$ cat src/rtl/uart_pkg.sv
// ============================================================================
// Module     : uart_pkg
// Description: Shared UART types and constants: TX state encoding, idle line
//              level and the clocks-per-bit helper.
// Revision   : 1.0 - initial release
// ============================================================================
`default_nettype none

package uart_pkg;

    typedef enum logic [2:0] {
        IDLE   = 3'd0,
        START  = 3'd1,
        DATA   = 3'd2,
        PARITY = 3'd3,
        STOP   = 3'd4
    } tx_state_t;

    localparam logic TX_IDLE_LEVEL = 1'b1;

    function automatic int clks_per_bit(input int clk_freq, input int baud);
        return clk_freq / baud;
    endfunction

endpackage

`default_nettype wire

$ cat src/rtl/uart_baud_counter.sv
// ============================================================================
// Module     : uart_baud_counter
// Description: Free-running bit-period counter; bit_end marks the last clock
//              of each bit period. clear holds the count at zero.
// Revision   : 1.0 - initial release
// ============================================================================
`default_nettype none

module uart_baud_counter
    import uart_pkg::*;
#(
    parameter int CLKS_PER_BIT = 16
) (
    input  logic clk,
    input  logic reset,
    input  logic clear,
    output logic bit_end
);

    localparam int               CNT_W = (CLKS_PER_BIT > 1) ? $clog2(CLKS_PER_BIT) : 1;
    localparam logic [CNT_W-1:0] LAST  = CNT_W'(CLKS_PER_BIT - 1);

    logic [CNT_W-1:0] cnt;

    always_ff @(posedge clk or posedge reset) begin
        if (reset) begin
            cnt <= '0;
        end else if (clear || cnt == LAST) begin
            cnt <= '0;
        end else begin
            cnt <= cnt + 1'b1;
        end
    end

    assign bit_end = (cnt == LAST);

endmodule

`default_nettype wire

$ cat src/rtl/uart_tx_framer.sv
// ============================================================================
// Module     : uart_tx_framer
// Description: Sends one LSB-first UART frame per rising edge of start.
//              Define UART_TX_PARITY_EN to insert an even parity bit.
// Revision   : 1.0 - initial release
// ============================================================================
`default_nettype none

module uart_tx_framer
    import uart_pkg::*;
#(
    parameter int CLK_FREQ  = 100_000_000,
    parameter int BAUD      = 9600,
    parameter int DATA_BITS = 8
) (
    input  logic                 clk,
    input  logic                 reset,
    input  logic                 start,
    input  logic [DATA_BITS-1:0] data_in,
    output logic                 tx,
    output logic                 busy,
    output logic                 done
);

    localparam int               CLKS_PER_BIT = clks_per_bit(CLK_FREQ, BAUD);
    localparam int               IDX_W        = $clog2(DATA_BITS);
    localparam logic [IDX_W-1:0] LAST_IDX     = IDX_W'(DATA_BITS - 1);

    tx_state_t            state, state_nx;
    logic                 start_q;
    logic                 req;
    logic                 bit_end;
    logic                 baud_clear;
    logic [DATA_BITS-1:0] shift, shift_nx;
    logic [IDX_W-1:0]     bit_idx, bit_idx_nx;
    logic                 tx_nx, busy_nx, done_nx;
`ifdef UART_TX_PARITY_EN
    logic                 parity, parity_nx;
`endif

    // Edges arriving while busy are swallowed here because start_q always tracks.
    assign req        = start & ~start_q;
    assign baud_clear = (state == IDLE);

    uart_baud_counter #(
        .CLKS_PER_BIT (CLKS_PER_BIT)
    ) u_baud (
        .clk     (clk),
        .reset   (reset),
        .clear   (baud_clear),
        .bit_end (bit_end)
    );

    always_ff @(posedge clk or posedge reset) begin
        if (reset) begin
            state   <= IDLE;
            start_q <= 1'b0;
            shift   <= '0;
            bit_idx <= '0;
            tx      <= TX_IDLE_LEVEL;
            busy    <= 1'b0;
            done    <= 1'b0;
`ifdef UART_TX_PARITY_EN
            parity  <= 1'b0;
`endif
        end else begin
            state   <= state_nx;
            start_q <= start;
            shift   <= shift_nx;
            bit_idx <= bit_idx_nx;
            tx      <= tx_nx;
            busy    <= busy_nx;
            done    <= done_nx;
`ifdef UART_TX_PARITY_EN
            parity  <= parity_nx;
`endif
        end
    end

    always_comb begin
        state_nx   = state;
        shift_nx   = shift;
        bit_idx_nx = bit_idx;
        tx_nx      = tx;
        busy_nx    = busy;
        done_nx    = 1'b0;
`ifdef UART_TX_PARITY_EN
        parity_nx  = parity;
`endif
        case (state)
            IDLE: begin
                tx_nx = TX_IDLE_LEVEL;
                if (req) begin
                    shift_nx  = data_in;
`ifdef UART_TX_PARITY_EN
                    parity_nx = ^data_in;
`endif
                    busy_nx   = 1'b1;
                    tx_nx     = 1'b0;
                    state_nx  = START;
                end
            end
            START: begin
                if (bit_end) begin
                    tx_nx      = shift[0];
                    shift_nx   = shift >> 1;
                    bit_idx_nx = '0;
                    state_nx   = DATA;
                end
            end
            DATA: begin
                if (bit_end) begin
                    if (bit_idx == LAST_IDX) begin
`ifdef UART_TX_PARITY_EN
                        tx_nx    = parity;
                        state_nx = PARITY;
`else
                        tx_nx    = TX_IDLE_LEVEL;
                        state_nx = STOP;
`endif
                    end else begin
                        tx_nx      = shift[0];
                        shift_nx   = shift >> 1;
                        bit_idx_nx = bit_idx + 1'b1;
                    end
                end
            end
`ifdef UART_TX_PARITY_EN
            PARITY: begin
                if (bit_end) begin
                    tx_nx    = TX_IDLE_LEVEL;
                    state_nx = STOP;
                end
            end
`endif
            STOP: begin
                if (bit_end) begin
                    busy_nx  = 1'b0;
                    done_nx  = 1'b1;
                    state_nx = IDLE;
                end
            end
            default: begin
                tx_nx    = TX_IDLE_LEVEL;
                busy_nx  = 1'b0;
                state_nx = IDLE;
            end
        endcase
    end

endmodule

`default_nettype wire

$ cat config.mk
export PLATFORM = sky130hd
export DESIGN_NAME = uart_tx_framer
export DESIGN_NICKNAME = d
export VERILOG_FILES = /design/src/rtl/uart_pkg.sv /design/src/rtl/uart_baud_counter.sv /design/src/rtl/uart_tx_framer.sv
export SDC_FILE = /design/constraint.sdc
export NUM_CORES = 1
export LEC_CHECK = 0
export CORE_MARGIN = 4
export CORE_UTILIZATION = 35
export CTS_CLUSTER_SIZE = 25
export DETAILED_ROUTE_END_ITERATION = 8
export PLACE_DENSITY_LB_ADDON = 0.12
export SYNTH_ARGS = -nofsm -noshare
export SYNTH_HDL_FRONTEND = slang
export SYNTH_SLANG_ARGS = --single-unit
$ cat constraint.sdc
create_clock -name clk -period 2.4 [get_ports clk]
set_input_delay 0.48 -clock clk [delete_from_list [all_inputs] [get_ports clk]]
set_output_delay 0.48 -clock clk [all_outputs]
set_load 0.01 [all_outputs]
# [Word-level counts from Yosys, hierarchy flattened]
# Cells that the tools add are included.
[totals] word_cells=60 reg_bits=32
[op_classes] muxes=25 n_eq_ne=11 n_addsub=2 n_reduce_logical=10 n_bitwise=4
[op_table] operator="$mux 8" count=4
[op_table] operator="$pmux 8 s3" count=1
[op_table] operator="$mux 3" count=7
[op_table] operator="$add 14x1->14 const B" count=1
[op_table] operator="$eq 14x14->1 const B" count=1
[op_table] operator="$mux 14" count=1
[op_table] operator="$ne 2x2->1 const B" count=6
[op_table] operator="$pmux 3 s4" count=1
[op_table] operator="$reduce_and 5->1" count=2
[op_table] operator="$mux 1" count=8
[op_table] operator="$eq 3x3->1 const B" count=2
[op_table] operator="$pmux 3 s2" count=1
[op_table] operator="$reduce_and 3->1" count=2
[op_table] operator="$pmux 1 s4" count=1
[op_table] operator="$reduce_and 4->1" count=1
[op_table] operator="$add 3x1->3 const B" count=1
[op_table] operator="$eq 3x1->1 const B" count=1
[op_table] operator="$eq 3x2->1 const B" count=1
[op_table] operator="$logic_not 3->1" count=1
[op_table] operator="$not 1->1" count=3
[op_table] operator="$pmux 1 s3" count=1
[op_table] operator="$reduce_bool 3->1" count=1
[op_table] operator="$reduce_bool 2->1" count=1
[op_table] operator="$reduce_or 2->1" count=1
[op_table] operator="2 further kinds" count=2

# [Longest topological paths before layout]
# Gate-level depths: netlist of run 1.
[logic_depth] word_depth=4 ltp_mapped=7 mapped_depth_nobuf=6

# [Cells and area by module]
# A second synthesis of run 1 with hierarchy kept.
[hier_totals] hier_cells=166 area_unflattened_um2=1689.1
[by_module_without_submodules] mod="uart_tx_framer" n_inst=1 seq_area_each_um2=451.7 area_each_um2=955.9 cells_per_inst=95
[by_module_without_submodules] mod="uart_baud_counter" n_inst=1 seq_area_each_um2=350.3 area_each_um2=733.2 cells_per_inst=71

# [Worst setup path before layout of run 1]
# OpenSTA, ideal clock, no wires.
[synth_path] path_type="register -> register" startpoint="register bit_idx[0]" endpoint="register shift[0]" synth_period_minus_slack_ns=1.902 setup_slack_ns=0.498 setup_time_ns=0.079 stages_incl_launch_ff=7 path_buffers=0 arrival_ns=1.823 path_cell_list="dfrtp_1 -> ha_1 -> ha_1 -> or2_4 -> a221oi_4 -> o21a_4 -> a2bb2oi_1"
[synth_between] elab_chain_len=3
[synth_lines] item="start, declared" line_no="uart_tx_framer.sv:35" source="logic [IDX_W-1:0] bit_idx, bit_idx_nx;"
[synth_lines] item="start signal, assigned" line_no="uart_tx_framer.sv:70" source="bit_idx <= bit_idx_nx;"
[synth_lines] item="$eq 3x3->1" line_no="uart_tx_framer.sv:113" source="if (bit_idx == LAST_IDX) begin"
[synth_lines] item="$ne 2x2->1 (no source line)"
[synth_lines] item="$reduce_and 5->1 (no source line)"
[synth_lines] item="end signal, assigned" line_no="uart_tx_framer.sv:69" source="shift <= shift_nx;"
[synth_lines] item="end, declared" line_no="uart_tx_framer.sv:34" source="logic [DATA_BITS-1:0] shift, shift_nx;"
# Every way passes these cells.
# A chain may end at the register's enable or synchronous reset.

# [Worst setup path after layout of run 1]
[layout_path] startpoint="register state[1]" endpoint="register shift[6]"
[layout_between] elab_chain_len=3 elab_cells_between_ends=10 classes_between="eq/ne: 6; mux: 1; reduce/logical: 3"
[layout_lines] item="start, declared" line_no="uart_tx_framer.sv:29" source="tx_state_t state, state_nx;"
[layout_lines] item="start signal, assigned" line_no="uart_tx_framer.sv:67" source="state <= state_nx;"
[layout_lines] item="$eq 3x2->1 (tied with other cells)" line_no="uart_tx_framer.sv:90" source="case (state)"
[layout_lines] item="$ne 2x2->1 (no source line) / $reduce_bool 3->1 (equally long branches)"
[layout_lines] item="$reduce_and 5->1 (no source line)"
# Parallel ways exist; a longest one is shown, timed or not.

==> results of run 1 <==
-- layout make-up --
type | instances | share of cell area [%]
repair buffers | 19 | 9.03
clock inverters | 2 | 0.516
multi-input cells | 117 | 40.7
flip-flops and latches | 32 | 41.3
inverters | 4 | 0.774
clock buffers | 6 | 4.26
well taps | 52 | 3.35
-- metrics by stage --
| step | std cells | utilization (%) |
|---|---|---|
| 4_1_cts | 232 | 43.4 |
| 3_5_place_dp | 224 | 41.3 |
| 6_report | 232 | 43.4 |
| 5_1_grt | 232 | 43.4 |
| 3_3_place_gp | 224 | 41.3 |
| 2_1_floorplan | 162 | - |
-- worst register-to-register path, delay by kind of cell (launching register included) --
family | cells | cell delay, ns
xor gates and xnor gates | 1 | 0.82
DFF | 1 | 0.50
buffers and inverters | 1 | 0.27
AOI/OAI and AO/OA | 2 | 0.23
-- cell usage after synthesis, drive strengths merged --
master   count
dfrtp       31
a32oi        3
o2bb2ai      3
nand3        9
or2b         4
o31ai        7
and3         2
a21oi        7
nor4b        1
or2          2
xor2         9
buf          7
a2bb2oi      7
a22oi        1
a221oi       1
nor3b        1
a211o        1
and2         2
dfstp        1
inv          3
o21ai        5
nor3         6
xnor2        2
nand2        5
or3          2
nand2b       4
o31a         1
clkbuf       2
nor2        17
clkinv       1
mux2i        1
nand4        6
and4         4
ha           3
o21a         1
-- layer usage --
metal | wire, um | share of wire (%) | vias up
li1 | - | - | 628
met1 | 1640 | 50 | 608
met2 | 1460 | 45 | 16
met3 | 81 | 2.5 | 9
met4 | 77 | 2.4 | 0
met5 | 0 | 0 | -
-- placed cells by master, fill, tap and decap left out, types with 3 or more instances in the layout --
| cell | synthesis | layout |
|---|---|---|
| a21oi_1 | 7 | 7 |
| a2bb2oi_1 | 7 | 7 |
| a32oi_1 | 3 | 3 |
| and4_1 | 4 | 4 |
| buf_4 | 1 | 6 |
| clkbuf_8 | 0 | 6 |
| clkdlybuf4s50_1 | 0 | 13 |
| dfrtp_1 | 31 | 31 |
| ha_1 | 3 | 3 |
| inv_1 | 3 | 3 |
| nand2_1 | 5 | 5 |
| nand2b_1 | 4 | 4 |
| nand3_1 | 9 | 9 |
| nand4_1 | 6 | 6 |
| nor2_1 | 17 | 17 |
| nor3_1 | 6 | 6 |
| o21ai_0 | 5 | 5 |
| o2bb2ai_1 | 3 | 3 |
| o31ai_1 | 7 | 7 |
| or2b_1 | 4 | 4 |
| xor2_1 | 9 | 9 |
-- power by group through the flow --
stage	Sequential (uW)	Clock (uW)	Combinational, uW
2_1_floorplan	707	0	227
3_3_place_gp	741	0	278
3_5_place_dp	743	0	281
4_1_cts	732	437	282
5_1_grt	747	467	317
6_report	733	421	275
-- worst paths after layout --
kind	from	end	slack (ns)
setup / recovery	state[1]	shift[6]	0.49
max in group asynchronous	reset	tx	1.50
hold reg to reg	u_baud.cnt[0]	u_baud.cnt[0]	0.48
min in group asynchronous	reset	u_baud.cnt[8]	0.58
hold / removal	u_baud.cnt[0]	u_baud.cnt[0]	0.48
setup reg to reg	state[1]	shift[6]	0.49
-- cells by family (layout without fill, tap and decap cells) --
kind of cell | Yosys count | after routing | share of synthesized area [%]
compound gates | 37 | 37 | 17.7
flops | 32 | 32 | 48.5
fa+ha+maj | 3 | 3 | 2.27
simple gates | 65 | 65 | 21.4
xor+xnor | 11 | 11 | 5.83
mux | 1 | 1 | 0.606
buf+inv | 13 | 31 | 3.63
-- registers in the layout (all words and copies together), names as in the netlist --
signal / flops
busy: 1
state: 3
done: 1
shift: 8
bit_idx: 3
tx: 1
u_baud.cnt: 14
start_q: 1
==> results by group, run 1 <==
Placed design
  • # port buffers: 13
  • HPWL Detailed: 2.29 mm
  • Final GP Congestion: 0.808
  • Area after detailed placement: 1850 um2
  • Dpl ws: 0.515 ns

Pwr
  • Max VDD drop: 419 uV
  • Clk pwr share: 29.5%
  • Comb pwr share: 19.2%
  • Sequential Power Share: 51.3%
  • Switch Pwr: 407 uW
  • Int Power: 1020 uW
  • Static Leak: 0.000807 uW
  • Switching share of power: 28.5%
  • Power Total: 1430 uW
  • Power Dens Cells: 736 nW/um2

Timing
  • F_max: 0.523 GHz
  • Final TNS setup: 0 ns
  • Fin Hold WS: 0.482 ns
  • Period utilisation layout: 79.7%
  • Final setup margin: 0.488 ns
  • Final setup fails: 0
  • Worst slew pin tran: 0.951 ns
  • Worst Skew: 0.00896 ns
  • RSZ-0062 raised after global routing: no
  • Max_slew headroom: 36.2%
  • Final Hold Vio Count: 0
  • Period minus WS final: 1.91 ns
  • Max-slew violation count: 0

Die
  • Die span in x: 76.7 um
  • Core Box Area: 4470 um2
  • Die Y: 76.7 um
  • Row count: 24
  • Io pins: 14
  • Die Area: 5890 um2
  • Initial Utilization: 36.9%

Critical path
  • CP required: 2.60 ns
  • Worst Setup End Kind: register
  • Delay-heaviest family, CP: XOR/XNOR gates
  • Cells along the critical path: xnor2_1 > buf_4 > o31ai_1 > a2bb2oi_1
  • Depth of the most critical reg-to-reg path: 4
  • WP buf/inv: 1
  • CP Max Fanout: 13
  • Startpoint Class: register
  • WS Path Type: register to register
  • Slowest stage delay, CP: 0.82 ns
  • Critical Path Stages: 4
  • Crit path arrival time: 2.11 ns
  • Slowest CP cell: xnor2_1

Clocking
  • Postcts setup bufs: 0
  • Worst-path clk slew: 0.07 ns
  • TritonCTS Buffers: 5
  • H-tree levels: 2
  • Clk Tree Root Cell: clkbuf_8
  • Hold-fix buffers, CTS: 0
  • Maximum buffer depth of the clock tree: 2
  • CTS tree: built
  • Num Clock Sinks: 32
  • Skew-Pair Late Insertion Delay: 0.28 ns
  • Post-CTS Resized: 0

Yosys
  • Post-synthesis sequential area ratio: 48.5%
  • Syn Area/Cell: 10.2 um2
  • Share of the synthesized area in the top cell type: 46.9%
  • Mapped Cells: 162
  • Cell variety after synth: 37
  • Yosys top cell by area: dfrtp_1
  • Synth area leaders: dfrtp_1, xor2_1, nor2_1, a2bb2oi_1, o31ai_1
  • Mapped cell area: 1650 um2
  • Yosys Warn Count: 0
  • Syn_nets: 176
  • Seq cells post-synth: 32

Global route
  • GRT overflow: 0
  • Global routing usage on met2: 19.3%
  • Vias in the first global route: 1296
  • GRT Util Overall: 12.4%
  • Largest net degree at the start of global routing: 33
  • Most Crowded Layer GR: met2
  • Initial antenna violation count: 0
  • Met1 Usage GRT: 16.2%
  • GR Util met3: 3.16%
  • First-pass GRT wire length: 5.91 mm

Job
  • Max-cap violations: 0

Finish
  • Area delta synth->final: 17.4%
  • Multi-input gate area in the final layout: 791 um2
  • Final layout net count: 193
  • Share of post-route cells with drive strength above 1: 10.6%
  • ANT cells: 0
  • Post-route design area: 1940 um2
  • FF+latch area: 802 um2
  • Count of filler cells inserted in the layout: 453

Drt
  • DRT antenna net count: 0
  • Avg Vias per Cell: 5.44
  • Total wire length: 3.25 mm
  • DR WL/cell: 14.0 um
  • Initial DRT Pass Iterations: 4
  • Vias: 1261
  • Detailed Route Iter0 Violations: 56
  • DRC violations left: 0

Min path
  • Worst min-delay path category: register to register
  • Hold path depth: 1

Status
  • Status: finished, final reports clean
Note: power is estimated with default switching activity, not from simulation.
==> inputs of run 2 (changes only) <==
==> constraint.sdc (replaced) <==
create_clock -name clk -period 1.56 [get_ports clk]
set_input_delay 0.312 -clock clk [delete_from_list [all_inputs] [get_ports clk]]
set_output_delay 0.312 -clock clk [all_outputs]
set_load 0.01 [all_outputs]
==> run 2 against run 1 <==
Against the previous run:
- routed wire length is 20% higher
- the run now ends with setup timing left
- global-route usage grew 1.6 points
- total power rose by 75%
- register-to-register slack got worse by 0.67 ns
- clock skew decreased by 0.0050 ns
- non-clock buffer count up 32
- via count up 12%
- critical path depth is 3 higher
- sequential share of layout area is 8.2 points lower
- sequential power increased by 50%
==> results by group, run 2 (same netlist as run 1, synthesis figures left out) <==
Timing
  • Worst Skew: 0.00393 ns
  • Final setup margin: -0.182 ns
  • Fin Hold WS: 0.315 ns
  • F_max: 0.574 GHz
  • Max-slew violation count: 0
  • Period minus WS final: 1.74 ns
  • Final setup fails: 12
  • RSZ-0062 raised after global routing: yes
  • Max_slew headroom: 79.1%
  • Worst slew pin tran: 0.310 ns
  • Period utilisation layout: 112%
  • Final Hold Vio Count: 0

Finish
  • Share of post-route cells with drive strength above 1: 41.5%
  • Max reg flops: 14
  • Commonest cells after routing, fill and taps aside: buf_4, dfrtp_1, clkdlybuf4s50_1, nor2_4, xor2_1
  • ANT cells: 0
  • Final layout net count: 225
  • Largest Register: u_baud.cnt
  • Top Registers: u_baud.cnt x14, shift x8
  • Fin cells: 264
  • Area delta synth->final: 46.7%
  • Most common cell after layout, fill and taps aside: buf_4

Clocking
  • Maximum buffer depth of the clock tree: 2
  • TritonCTS Buffers: 5
  • Num Clock Sinks: 32
  • CTS tree: built
  • Worst-path clk slew: 0.07 ns
  • H-tree levels: 2
  • Skew-Pair Late Insertion Delay: 0.28 ns
  • Clk Tree Root Cell: clkbuf_8

Critical path
  • WS Path Type: register to register
  • Delay-heaviest family, CP: flip-flops
  • Crit path capture: shift[7]
  • Slowest CP cell: dfrtp_1
  • Startpoint Class: register
  • CP required: 1.76 ns
  • CP Max Fanout: 8
  • Crit path arrival time: 1.95 ns
  • Critical Path Stages: 7
  • Cells along the critical path: ha_2 > ha_4 > or2_4 > a221oi_4 > buf_4 > nand3_1 > o21ai_0
  • Worst Setup SP: bit_idx[1]
  • WP buf/inv: 1
  • Reg-to-reg slack, setup: -0.18 ns
  • Worst Setup End Kind: register
  • Depth of the most critical reg-to-reg path: 7
  • R2r endpoint: shift[7]
  • Reg2reg start: bit_idx[1]
  • Slowest stage delay, CP: 0.39 ns

Drt
  • Detailed Route Iter0 Violations: 38
  • DR WL/cell: 14.8 um
  • Avg Vias per Cell: 5.34
  • DRC violations left: 0
  • Vias: 1409
  • Initial DRT Pass Iterations: 4
  • DRT antenna net count: 0
  • Total wire length: 3.92 mm

Status
  • Failing checks: setup timing
  • Status: finished, violations left

Die
  • Core Box Area: 4470 um2
  • Die Y: 76.7 um
  • Io pins: 14
  • Die Area: 5890 um2
  • Row count: 24
  • Initial Utilization: 36.9%
  • Die span in x: 76.7 um

Global route
  • First-pass GRT wire length: 6.69 mm
  • GRT overflow: 0
  • Vias in the first global route: 1447
  • Initial antenna violation count: 0
  • GRT Util Overall: 14.0%
  • Largest net degree at the start of global routing: 23

Pwr
  • Max VDD drop: 649 uV
  • Power Dens Cells: 1030 nW/um2
  • Static Leak: 0.000980 uW

Placed design
  • DP Cell Count: 249
  • # port buffers: 13
  • HPWL Detailed: 2.64 mm
  • Final GP Congestion: 0.828

Min path
  • Worst min-delay path category: input pin to async pin

Job
  • Max-cap violations: 0
[run 2: changes by cell type in the layout (fill, tap and decap cells not counted), moves of 3 or more]
cell / previous run / this run
ha_1: 3 / 0
and4_1: 4 / 1
a21oi_1: 7 / 2
nor2_4: 0 / 10
a21oi_2: 0 / 4
nor2_1: 17 / 5
buf_6: 0 / 4
buf_4: 6 / 32
[run 2: timing repair]
item | in CTS | in global routing
pin swaps | 3 | 20
hold buffers | 0 | 0
setup buffers | 2 | 4
cloned | 0 | 1
gates resized for setup | 10 | 53
setup endpoints to repair | 22 | 29
[run 2: report_power, final]
group / switching (uW) / internal [uW]
Clock: 308 / 352
Combinational: 339 / 396
Sequential: 115 / 990
Total: 762 / 1740
[run 2: worst min-delay path by stage]
| stage | slack (ns) | endpoint | depth (start not counted) |
|---|---|---|---|
| after floorplan | 0.34 | start_q | 0 |
| after global placement | 0.51 | busy | 2 |
| after detailed placement | 0.53 | shift[4] | 1 |
| after CTS | 0.32 | state[1] | 3 |
| after global routing | 0.35 | bit_idx[2] | 3 |
| final | 0.32 | u_baud.cnt[11] | 3 |
[run 2: final cells by class]
class	instances	area, um2
inverter	4	18.8
clock buffer	6	82.6
sequential	32	803
timing repair buffer	51	454
fill	406	2050
multi-input combinational	117	991
tap	52	65.1
clock inverter	2	10.0
[run 2: tightest hold or removal path, stage by stage]
cell	delay, ns
clkdlybuf4s50_1	0.39
inv_1	0.06
buf_4	0.18
[run 2: per-stage QoR]
step | power, uW | area (um2) | worst slack, ns | TNS, ns | utilization (%)
3_3_place_gp | 1630 | 2050 | -0.130 | -1.47 | 45.9
4_1_cts | 2360 | 2200 | -0.193 | -1.57 | 49.2
5_1_grt | 2660 | 2420 | -0.288 | -4.09 | 54.2
6_report | 2500 | 2420 | -0.182 | -1.95 | 54.2
2_1_floorplan | 1440 | 1680 | -0.257 | -2.03 | -
3_5_place_dp | 1660 | 2050 | -0.185 | -1.66 | 45.9
[run 2: metal layers]
layer	track usage [%]	vias to the layer above	wire, um
li1	-	695	-
met4	6.34	0	65
met5	0	-	0
met2	23.4	11	2020
met3	3.63	6	99
met1	16.9	697	1740
